$ cat src/rtl/encoder_4_2_seq_pkg.sv
// Shared types and helpers for the sequential 4-to-2 encoder.
// Optional build macro: ENCODER_ROUND_ROBIN_EN (round-robin selection).
package encoder_pkg;

    localparam int unsigned NUM_IN = 4;
    localparam int unsigned CODE_W = 2;

    typedef logic [NUM_IN-1:0] req_vec_t;
    typedef logic [CODE_W-1:0] code_t;

    // Expand an index back into its request-line position
    function automatic req_vec_t onehot(code_t c);
        req_vec_t v;
        v    = '0;
        v[c] = 1'b1;
        return v;
    endfunction

endpackage

$ cat src/rtl/encoder_4_2_seq_if.sv
// Issue-side handshake of the encoder: index plus valid/ready.
// Optional build macro: ENCODER_ROUND_ROBIN_EN (does not affect this file).
interface encoder_4_2_seq_if;
    import encoder_pkg::*;

    code_t code;
    logic  valid;
    logic  ready;

    modport master (output code, output valid, input ready);
    modport slave  (input code, input valid, output ready);

endinterface

$ cat src/rtl/encoder_4_2_seq_prio_sel_4.sv
// Combinational 4-way request selector.
// Optional build macro: ENCODER_ROUND_ROBIN_EN selects round-robin from ptr+1;
// otherwise the highest set index wins and ptr is ignored.
module prio_sel_4
    import encoder_pkg::*;
(
    input  req_vec_t cand,
    input  code_t    ptr,
    output code_t    sel,
    output logic     any
);

`ifdef ENCODER_ROUND_ROBIN_EN
    // Scan offsets from farthest to nearest so the nearest set bit after ptr wins
    always_comb begin
        sel = '0;
        any = |cand;
        for (int unsigned i = NUM_IN; i > 0; i--) begin
            if (cand[code_t'(ptr + code_t'(i))]) begin
                sel = code_t'(ptr + code_t'(i));
            end
        end
    end
`else
    logic unused_ptr;
    assign unused_ptr = ^ptr;

    // Ascending scan: the highest set index overwrites lower ones
    always_comb begin
        sel = '0;
        any = |cand;
        for (int unsigned i = 0; i < NUM_IN; i++) begin
            if (cand[i]) begin
                sel = code_t'(i);
            end
        end
    end
`endif

endmodule

$ cat src/rtl/encoder_4_2_seq.sv
// Sequential 4-to-2 encoder: gathers requests into a pending register and
// issues them one index at a time over a registered valid/ready output.
// Optional build macro: ENCODER_ROUND_ROBIN_EN (round-robin pointer `last`).
module encoder_4_2_seq
    import encoder_pkg::*;
(
    input  logic                     clk,
    input  logic                     rst_n,
    input  logic                     en,
    input  req_vec_t                 req,
    input  logic                     ovf_clr,
    encoder_4_2_seq_if.master        bus,
    output req_vec_t                 pending,
    output logic                     busy,
    output logic                     overflow
);

    code_t    code_q, code_d;
    logic     valid_q, valid_d;
    req_vec_t pending_q, pending_d;
    logic     overflow_q, overflow_d;

    req_vec_t req_eff;
    req_vec_t cand;
    code_t    sel;
    code_t    ptr;
    logic     any;
    logic     load;

`ifdef ENCODER_ROUND_ROBIN_EN
    code_t last_q, last_d;
    assign ptr = last_q;
`else
    assign ptr = '1;
`endif

    assign req_eff = en ? req : '0;
    assign cand    = pending_q | req_eff;

    prio_sel_4 u_sel (
        .cand (cand),
        .ptr  (ptr),
        .sel  (sel),
        .any  (any)
    );

    // Next-state: load the output slot when free or draining, else hold
    always_comb begin
        load       = (!valid_q || bus.ready) && any;
        code_d     = code_q;
        valid_d    = valid_q;
        pending_d  = cand;
        overflow_d = overflow_q;
`ifdef ENCODER_ROUND_ROBIN_EN
        last_d     = last_q;
`endif
        if (load) begin
            code_d    = sel;
            valid_d   = 1'b1;
            pending_d = cand & ~onehot(sel);
`ifdef ENCODER_ROUND_ROBIN_EN
            last_d    = sel;
`endif
        end else if (valid_q && bus.ready) begin
            valid_d = 1'b0;
        end
        if (ovf_clr) begin
            overflow_d = 1'b0;
        end else if (|(req_eff & pending_q)) begin
            overflow_d = 1'b1;
        end
    end

    // State registers with synchronous active-low reset
    always_ff @(posedge clk) begin
        if (!rst_n) begin
            code_q     <= '0;
            valid_q    <= 1'b0;
            pending_q  <= '0;
            overflow_q <= 1'b0;
`ifdef ENCODER_ROUND_ROBIN_EN
            last_q     <= '1;
`endif
        end else begin
            code_q     <= code_d;
            valid_q    <= valid_d;
            pending_q  <= pending_d;
            overflow_q <= overflow_d;
`ifdef ENCODER_ROUND_ROBIN_EN
            last_q     <= last_d;
`endif
        end
    end

    assign bus.code  = code_q;
    assign bus.valid = valid_q;
    assign pending   = pending_q;
    assign overflow  = overflow_q;
    assign busy      = (|pending_q) | valid_q;

endmodule
$ cat src/flat_wrapper.sv
// flat-port wrapper written by rule: the top's interface ports become plain ports
module encoder_4_2_seq_flat import encoder_pkg::*;
  (clk, rst_n, en, req, ovf_clr, pending, busy, overflow, bus_code, bus_valid, bus_ready);
  encoder_4_2_seq_if bus_i ();
  input  logic clk;
  input  logic rst_n;
  input  logic en;
  input  req_vec_t req;
  input  logic ovf_clr;
  output req_vec_t pending;
  output logic busy;
  output logic overflow;
  output wire logic [$bits(bus_i.code)-1:0] bus_code;
  output wire logic [$bits(bus_i.valid)-1:0] bus_valid;
  input wire logic [$bits(bus_i.ready)-1:0] bus_ready;
  assign bus_code = bus_i.code;
  assign bus_valid = bus_i.valid;
  assign bus_i.ready = bus_ready;
  encoder_4_2_seq u_core (.clk(clk), .rst_n(rst_n), .en(en), .req(req), .ovf_clr(ovf_clr), .bus(bus_i), .pending(pending), .busy(busy), .overflow(overflow));
endmodule
$ cat config.mk
export PLATFORM = sky130hd
export DESIGN_NAME = encoder_4_2_seq_flat
export DESIGN_NICKNAME = d
export VERILOG_FILES = /design/src/rtl/encoder_4_2_seq_pkg.sv /design/src/rtl/encoder_4_2_seq_if.sv /design/src/rtl/encoder_4_2_seq_prio_sel_4.sv /design/src/rtl/encoder_4_2_seq.sv /design/src/flat_wrapper.sv
export SDC_FILE = /design/constraint.sdc
export NUM_CORES = 1
export LEC_CHECK = 0
export CORE_AREA = 5 5 42 44
export CTS_CLUSTER_SIZE = 12
export DETAILED_ROUTE_END_ITERATION = 6
export DIE_AREA = 0 0 47 49
export GPL_TIMING_DRIVEN = 0
export HOLD_SLACK_MARGIN = 0.02
export PLACE_DENSITY = 0.67
export RECOVER_POWER = 100
export SYNTH_ARGS = -nofsm -noshare
export SYNTH_HDL_FRONTEND = slang
export SYNTH_SLANG_ARGS = --single-unit
$ cat constraint.sdc
create_clock -name clk -period 1.25 [get_ports clk]
set_input_delay 0.375 -clock clk [delete_from_list [all_inputs] [get_ports clk]]
set_output_delay 0.375 -clock clk [all_outputs]
set_load 0.1 [all_outputs]
== After elaboration in Yosys (flattened, before gate mapping) ==
Index checks and enable logic that the tools add are counted.
Word-level totals
  logic and storage cells: 31
  output and inout bits: 9
  flip-flop bits (word level): 8
  input port bits: 9
Cells by class
  reductions and logical operators: 10
  muxes and demuxes: 9
  bitwise operators: 6
  magnitude comparators: 2
Operators by type and width (number)
  $reduce_or 4->1: 3
  $and 4x4->4: 2
  $mux 4: 2
  $mux 1: 4
  $mux 2: 2
  $not 4->4: 1
  $or 4x4->4: 1
  $logic_and 1x1->1: 3
  $lt 2x3->1 const B: 1
  $demux 1 s2: 1
  $ge 2x1->1 const B: 1
  $reduce_bool 2->1: 1
  $reduce_or 2->1: 1
  $logic_not 1->1: 1
  $logic_or 1x1->1: 1
  $not 1->1: 1
  $or 1x1->1: 1

== Longest topological paths before layout ==
Gate-level depths: netlist of the first run.
  depth in word-level cells: 12
  gate-level depth with buffers: 4
  gate-level depth less buffers: 4

== Hierarchy ==
Synthesis of the first run repeated with hierarchy kept, for this count alone.
Second synthesis, totals
  cells, all modules: 44
  area, all modules: 380.4 sq um
Modules (own cells, without submodules)
  encoder_4_2_seq: cells an instance 40, instances 1, area an instance 356.6 sq um, sequential area each 160.2 sq um
  prio_sel_4: cells an instance 4, instances 1, area an instance 23.8 sq um, sequential area each 0.0 sq um

== Least setup slack after synthesis of the first run ==
Ideal clock, no wire load.
  path kind: register to output
  from: register u_core.pending_q[1], in the netlist u_core.pending[1]
  to: output port busy
  buffers on the path: 0
  path slack: -1162 ps
  required time: 875 ps
  arrival time: 2037 ps
  stages on the path, launching flop included: 3
  cells stage by stage: dfxtp_1 -> nor2_1 -> nand3b_1
On the way
  longest elaborated chain between the ends: 2
RTL lines
  start: declaration: line encoder_4_2_seq.sv:20  | req_vec_t pending_q, pending_d;
  start signal: assignment: line encoder_4_2_seq.sv:87  | pending_q <= pending_d;
  $reduce_or 4->1: line encoder_4_2_seq.sv:99  | assign busy = (|pending_q) | valid_q;
  $or 1x1->1: line encoder_4_2_seq.sv:99
  end: declaration: line flat_wrapper.sv:11  | output logic busy;
No other way between the ends.

== Worst setup path in the final report of the first run ==
Same ends and word-level chain as after synthesis.

==> run metrics, run 1 <==
status complete, but fails checks; failing checks setup timing; CTS clk-pin slew, worst paths ~0.05 ns; crit-path cells nor2_4 > nand3b_1 > buf_12; nets@finish 79; input/output buffers 17; power per cell area about 1300 nW/µm²; CP Class reg2out; row cnt 14; # clock sinks 8; CTS tree yes; ANT cells 0; Die W ~47 µm; final cell count without fillers between 80 and 90; Largest stage delay, worst path 0.36 ns; fillers 128; net count after synthesis 47; arrival time at the worst endpoint a little over 1 ns; Core Area between 1000 and 1500 µm²; hold depth 1; FF+latch count, synth 8; Starting Density 0.264; Routed WL per cell around 13 µm; Yosys warnings 0; synth top area cells dfxtp_1 (43%), a41oi_4 (7.4%), a21oi_1 (6.8%); skew final 0.00737 ns; Num CTS Buffers 3; TritonRoute pass-1 iters 3; Critical Path RT between 0.8 and 0.9 ns; setup TNS -0.207 ns; Area Overhead vs Synth 109%; num ports 18; GP Congestion between 0.7 and 0.8; register area share after synthesis 0.432; Leakage approximately 0.00033 µW; share of layout cells above drive strength 1 0.609; initial antenna violation count 0; max_cap viols 0; multi-input logic area 240 µm²; Post-Place Cells 71; die height about 49 µm; Iter 0 DRT Violations 1; vias per cell about 5.0; Vias 427; min cycle time layout about 1.4 ns; Final Cycle Share 1.12; Rel. slew slack 0.752; synthesized area per cell a little under 10 µm²; Post-Synthesis Cells 38; commonest non-fill, non-tap cell in the layout buf_6; post-layout utilization of the core 0.553; DIE AREA around 2300 µm²; Mapped Area 370 µm²; peak supply drop between 0.0007 and 0.0008 V; worst min path class reg2reg; WHS 0.502 ns; Yosys cell types 20; worst-margin pin slew 0.372 ns; sequential cell area about 180 µm²; slowest CP cell dfxtp_4; most frequent cells in the layout buf_6 (8), buf_4 (6), a21oi_1 (5), dfxtp_4 (5), buf_12 (4); post-synth top area cell dfxtp_1; Final Hold Fails 0; largest net degree at the start of global routing 9; share of the synthesized area in the top cell type 0.432; R2R depth 5; Clk Latency, worst-skew pair around 0.25 ns; Root Driver clkbuf_4; dpl ws -0.739 ns; # setup viols final 4; gr ovfl total 0; H-Tree Depth 1; Total GRT Usage 0.107; Final HPWL DP approximately 730 µm; drt drc 0; unrepaired setup endpoints after global routing true; Routed Antenna Nets 0; CP startpoint kind register; final worst slack -0.155 ns; biggest fanout along the worst timing path 4; vias in the first global route approximately 400; first-pass GRT wire length between 1500 and 2000 µm; Slew Viols, Final 0; CP Capture Type primary output; clock buffer depth 2; final WL around 1100 µm; fmax 0.712 GHz
[synthesized netlist by cell type, drive strengths merged]
cell type,count
dfxtp,8
a21oi,5
nand2,4
nor2,3
a22oi,2
nor3,2
o21ai,2
a21o,1
a311oi,1
a41oi,1
and3,1
inv,1
nand3b,1
nor2b,1
o211a,1
o211ai,1
o21a,1
o221a,1
o31a,1
[final cells by class]
type                       count  area share
tap                           16      0.0258
inverter                       1     0.00485
timing repair buffer          27       0.389
sequential                     8       0.236
clock buffer                   4      0.0339
multi-input combinational     29       0.310
[sequential cells by signal, summed over array words and instances (netlist names)]
name              cells
u_core.overflow       1
u_core.pending        4
u_core.bus.valid      1
u_core.bus.code       2
[final timing paths]
| kind | start | end | slack [ns] |
|---|---|---|---|
| hold reg to reg | u_core.bus.code[0]$_SDFFE_PN0N_ | u_core.bus.code[0]$_SDFFE_PN0N_ | 0.50 |
| setup / recovery | u_core.pending[1]$_SDFF_PN0_ | busy | -0.15 |
| hold / removal | u_core.bus.code[0]$_SDFFE_PN0N_ | u_core.bus.code[0]$_SDFFE_PN0N_ | 0.50 |
| setup reg to reg | u_core.pending[3]$_SDFF_PN0_ | u_core.bus.code[1]$_SDFFE_PN0N_ | 0 |
[metrics by stage]
step | area, µm² | total power, µW
after floorplan | 415 | 597
after global placement | 606 | 701
after detailed placement | 606 | 700
after CTS | 662 | 943
after global routing | 774 | 1050
final | 774 | 1000
[critical path, delay by kind of cell (launching register included)]
kind	cells	cell delay, ns
buf+inv	1	0.19
flops	1	0.36
simple gates	2	0.23
[per-layer routing]
metal / GRT usage / routed length (µm) / share of wire / vias to the layer above
met5: 0 / 0 / 0 / -
met4: 0.0829 / 25 / 0.023 / 0
met3: 0.0369 / 90 / 0.084 / 4
met2: 0.131 / 479 / 0.45 / 12
met1: 0.146 / 477 / 0.44 / 199
li1: - / - / - / 212
[where the power goes]
group	internal, µW	switching, µW
sequential	278	23.1
clock	122	85.5
combinational	189	303
[logic make-up (layout without fill, tap and decap cells)]
family / after synthesis / in the layout / synth area share
flops: 8 / 8 / 0.432
buf+inv: 1 / 32 / 0.0101
compound gates: 17 / 17 / 0.399
simple gates: 12 / 12 / 0.159
[timing repair]
| action | 4_1_cts | 5_1_grt |
|---|---|---|
| pin swaps | 6 | 7 |
| setup endpoints to repair | 16 | 12 |
| hold buffers | 0 | 0 |
| gates resized for setup | 69 | 21 |
| buffers inserted | 5 | 7 |
(Power assumes the default switching activity.)
==> run 2: changes to the inputs <==
--- a/config.mk
+++ b/config.mk
@@ -5,14 +5,15 @@
 export SDC_FILE = /design/constraint.sdc
 export NUM_CORES = 1
 export LEC_CHECK = 0
-export CORE_AREA = 5 5 42 44
+export CORE_MARGIN = 5
+export CORE_UTILIZATION = 25
 export CTS_CLUSTER_SIZE = 12
 export DETAILED_ROUTE_END_ITERATION = 6
-export DIE_AREA = 0 0 47 49
 export GPL_TIMING_DRIVEN = 0
 export HOLD_SLACK_MARGIN = 0.02
-export PLACE_DENSITY = 0.67
+export PLACE_DENSITY = 0.62
 export RECOVER_POWER = 100
+export SKIP_CTS_REPAIR_TIMING = 1
 export SYNTH_ARGS = -nofsm -noshare
 export SYNTH_HDL_FRONTEND = slang
 export SYNTH_SLANG_ARGS = --single-unit
==> run metrics, run 2 (synthesis gave the netlist of run 1 again) <==
status complete, but fails checks; failing checks setup timing; cell-internal power 553 µW (-6.1%); H-Tree Depth 1 (unchanged); largest net degree at the start of global routing 9 (unchanged); Final Cycle Share 1.13 (+0.00786); CTS tree yes; Iter 0 DRT Violations 17 (+16); clock buffer depth 2 (unchanged); Leakage 0.000340 µW (+2.5%); peak supply drop 0.000549 V (-22%); Die W 48.5 µm (+3.2%); GP Congestion 0.783 (+0.49%); slowest CP cell dfxtp_4; CP Capture Type primary output; crit-path cells nor2_4 > nand3b_1 > buf_12; Total GRT Usage 0.0821 (-0.0252); Num CTS Buffers 3 (unchanged); CTS clk-pin slew, worst paths 0.06 ns (about the same); met3 global-route usage 0.0367 (-0.000203); Core Area 1350 µm² (-3.7%); Routed Antenna Nets 0 (unchanged); Final Hold Fails 0 (unchanged); Largest stage delay, worst path 0.36 ns (about the same); min cycle time layout 1.41 ns (+0.00982 ns); max FFs per register 4 (unchanged); most frequent cells in the layout dlymetal6s2s_1 (6), a21oi_1 (5), dfxtp_4 (5); first-pass GRT wire length 1460 µm (-19%); gr ovfl total 0 (unchanged); max_cap viols 0 (unchanged); Vias 413 (-3.3%); final WL 1000 µm (-6.4%); # setup viols final 3 (-1); biggest fanout along the worst timing path 5 (+1); skew final 0.00522 ns (-0.00216 ns); arrival time at the worst endpoint 1.04 ns (about the same); Area Overhead vs Synth 88.9%; commonest non-fill, non-tap cell in the layout dlymetal6s2s_1; met1 Track Usage GR 0.0956 (-0.0504); grt peak-use layer met2; top cell family by delay on the critical path flip-flops; share of layout cells above drive strength 1 0.460 (-0.148); initial antenna violation count 0 (unchanged); input/output buffers 17 (unchanged); grt met2 use 0.100 (-0.0312); fmax 0.707 GHz (-0.69%); Post-Place Cells 70 (-1.4%); final worst slack -0.165 ns (-0.00982 ns); vias in the first global route 339 (-14%); fillers 136 (+6.3%); setup TNS -0.271 ns (-0.0640 ns); Clk Latency, worst-skew pair 0.26 ns (about the same); # clock sinks 8 (unchanged); power per cell area 1370 nW/µm² (+6.1%); final instance area 699 µm² (-9.7%); drt drc 0 (unchanged); Placed Area 604 µm² (-0.21%); clock power share 0.224 (+0.017); worst min path class reg2reg; row cnt 13 (-1); DIE AREA 2350 µm² (+2.1%); CP Class reg2out; Rel. slew slack 0.783 (+0.0311); num ports 18 (unchanged); unrepaired setup endpoints after global routing true; Starting Density 0.274 (+0.0100); dpl ws -0.740 ns (-0.00140 ns); CP Buf/Inv Count 1 (unchanged); Critical Path RT 0.88 ns (about the same); final cell count without fillers 78 (-8.2%); P_sw 406 µW (-1.4%); Final HPWL DP 751 µm (+3.5%); Flop pwr share 0.316 (+0.015); die height 48.5 µm (-1.0%); nets@finish 73 (-7.6%); Routed WL per cell 12.9 µm (+2.0%); Net Sw Frac 0.423 (+0.0118); ANT cells 0 (unchanged); Root Driver clkbuf_4; TritonRoute pass-1 iters 4 (+1); vias per cell 5.29 (+5.4%); Slew Viols, Final 0 (unchanged); combinational fraction of design power 0.460 (-0.032); worst-margin pin slew 0.326 ns (-0.0466 ns); CP startpoint kind register
==> run 2: per-layer routing <==
layer / wire length (µm) / part of all wire / up-vias
met5: 0 / 0 / -
met4: 50 / 0.050 / 0
met3: 119 / 0.12 / 5
met2: 410 / 0.41 / 24
met1: 424 / 0.42 / 185
li1: - / - / 199
==> run 2: final cells by class <==
| cell class | instances | area [µm²] | share of cell area |
|---|---|---|---|
| inverters | 1 | 3.75 | 0.00537 |
| multi-input cells | 29 | 229 | 0.327 |
| flip-flops and latches | 8 | 179 | 0.256 |
| repair buffers | 21 | 243 | 0.347 |
| clock buffers | 4 | 26.3 | 0.0376 |
| well taps | 15 | 18.8 | 0.0268 |
==> run 2: final timing paths <==
path	from	endpoint	slack (ns)	cells after the start
min	u_core.overflow$_SDFFE_PP0P_	u_core.overflow$_SDFFE_PP0P_	0.52	2
min reg2reg	u_core.overflow$_SDFFE_PP0P_	u_core.overflow$_SDFFE_PP0P_	0.52	2
max	u_core.pending[2]$_SDFF_PN0_	busy	-0.16	3
max reg2reg	u_core.pending[2]$_SDFF_PN0_	u_core.bus.code[1]$_SDFFE_PN0N_	0	5
==> run 2: power by group through the flow <==
stage | sequential [µW] | clock (µW) | combinational [µW]
3_3_place_gp | 305 | 0 | 396
2_1_floorplan | 462 | 0 | 135
5_1_grt | 305 | 238 | 458
4_1_cts | 300 | 226 | 397
3_5_place_dp | 305 | 0 | 397
6_report | 303 | 215 | 441
==> run 2: through the flow <==
| stage | utilization | total power [µW] | hold WS, ns |
|---|---|---|---|
| 2_1_floorplan | - | 597 | 0.447 |
| 3_3_place_gp | 0.448 | 701 | 0.473 |
| 3_5_place_dp | 0.448 | 702 | 0.480 |
| 4_1_cts | 0.467 | 923 | 0.498 |
| 5_1_grt | 0.518 | 1000 | 0.534 |
| 6_report | 0.518 | 959 | 0.518 |
==> run 2: worst register-to-register path: cells and delay by family (launching register included) <==
| kind | cells | cell delay [ns] |
|---|---|---|
| AO/OA/AOI/OAI | 2 | 0.48 |
| AND/OR/NAND/NOR | 2 | 0.15 |
| buffers and inverters | 1 | 0.13 |
| flip-flops | 1 | 0.38 |
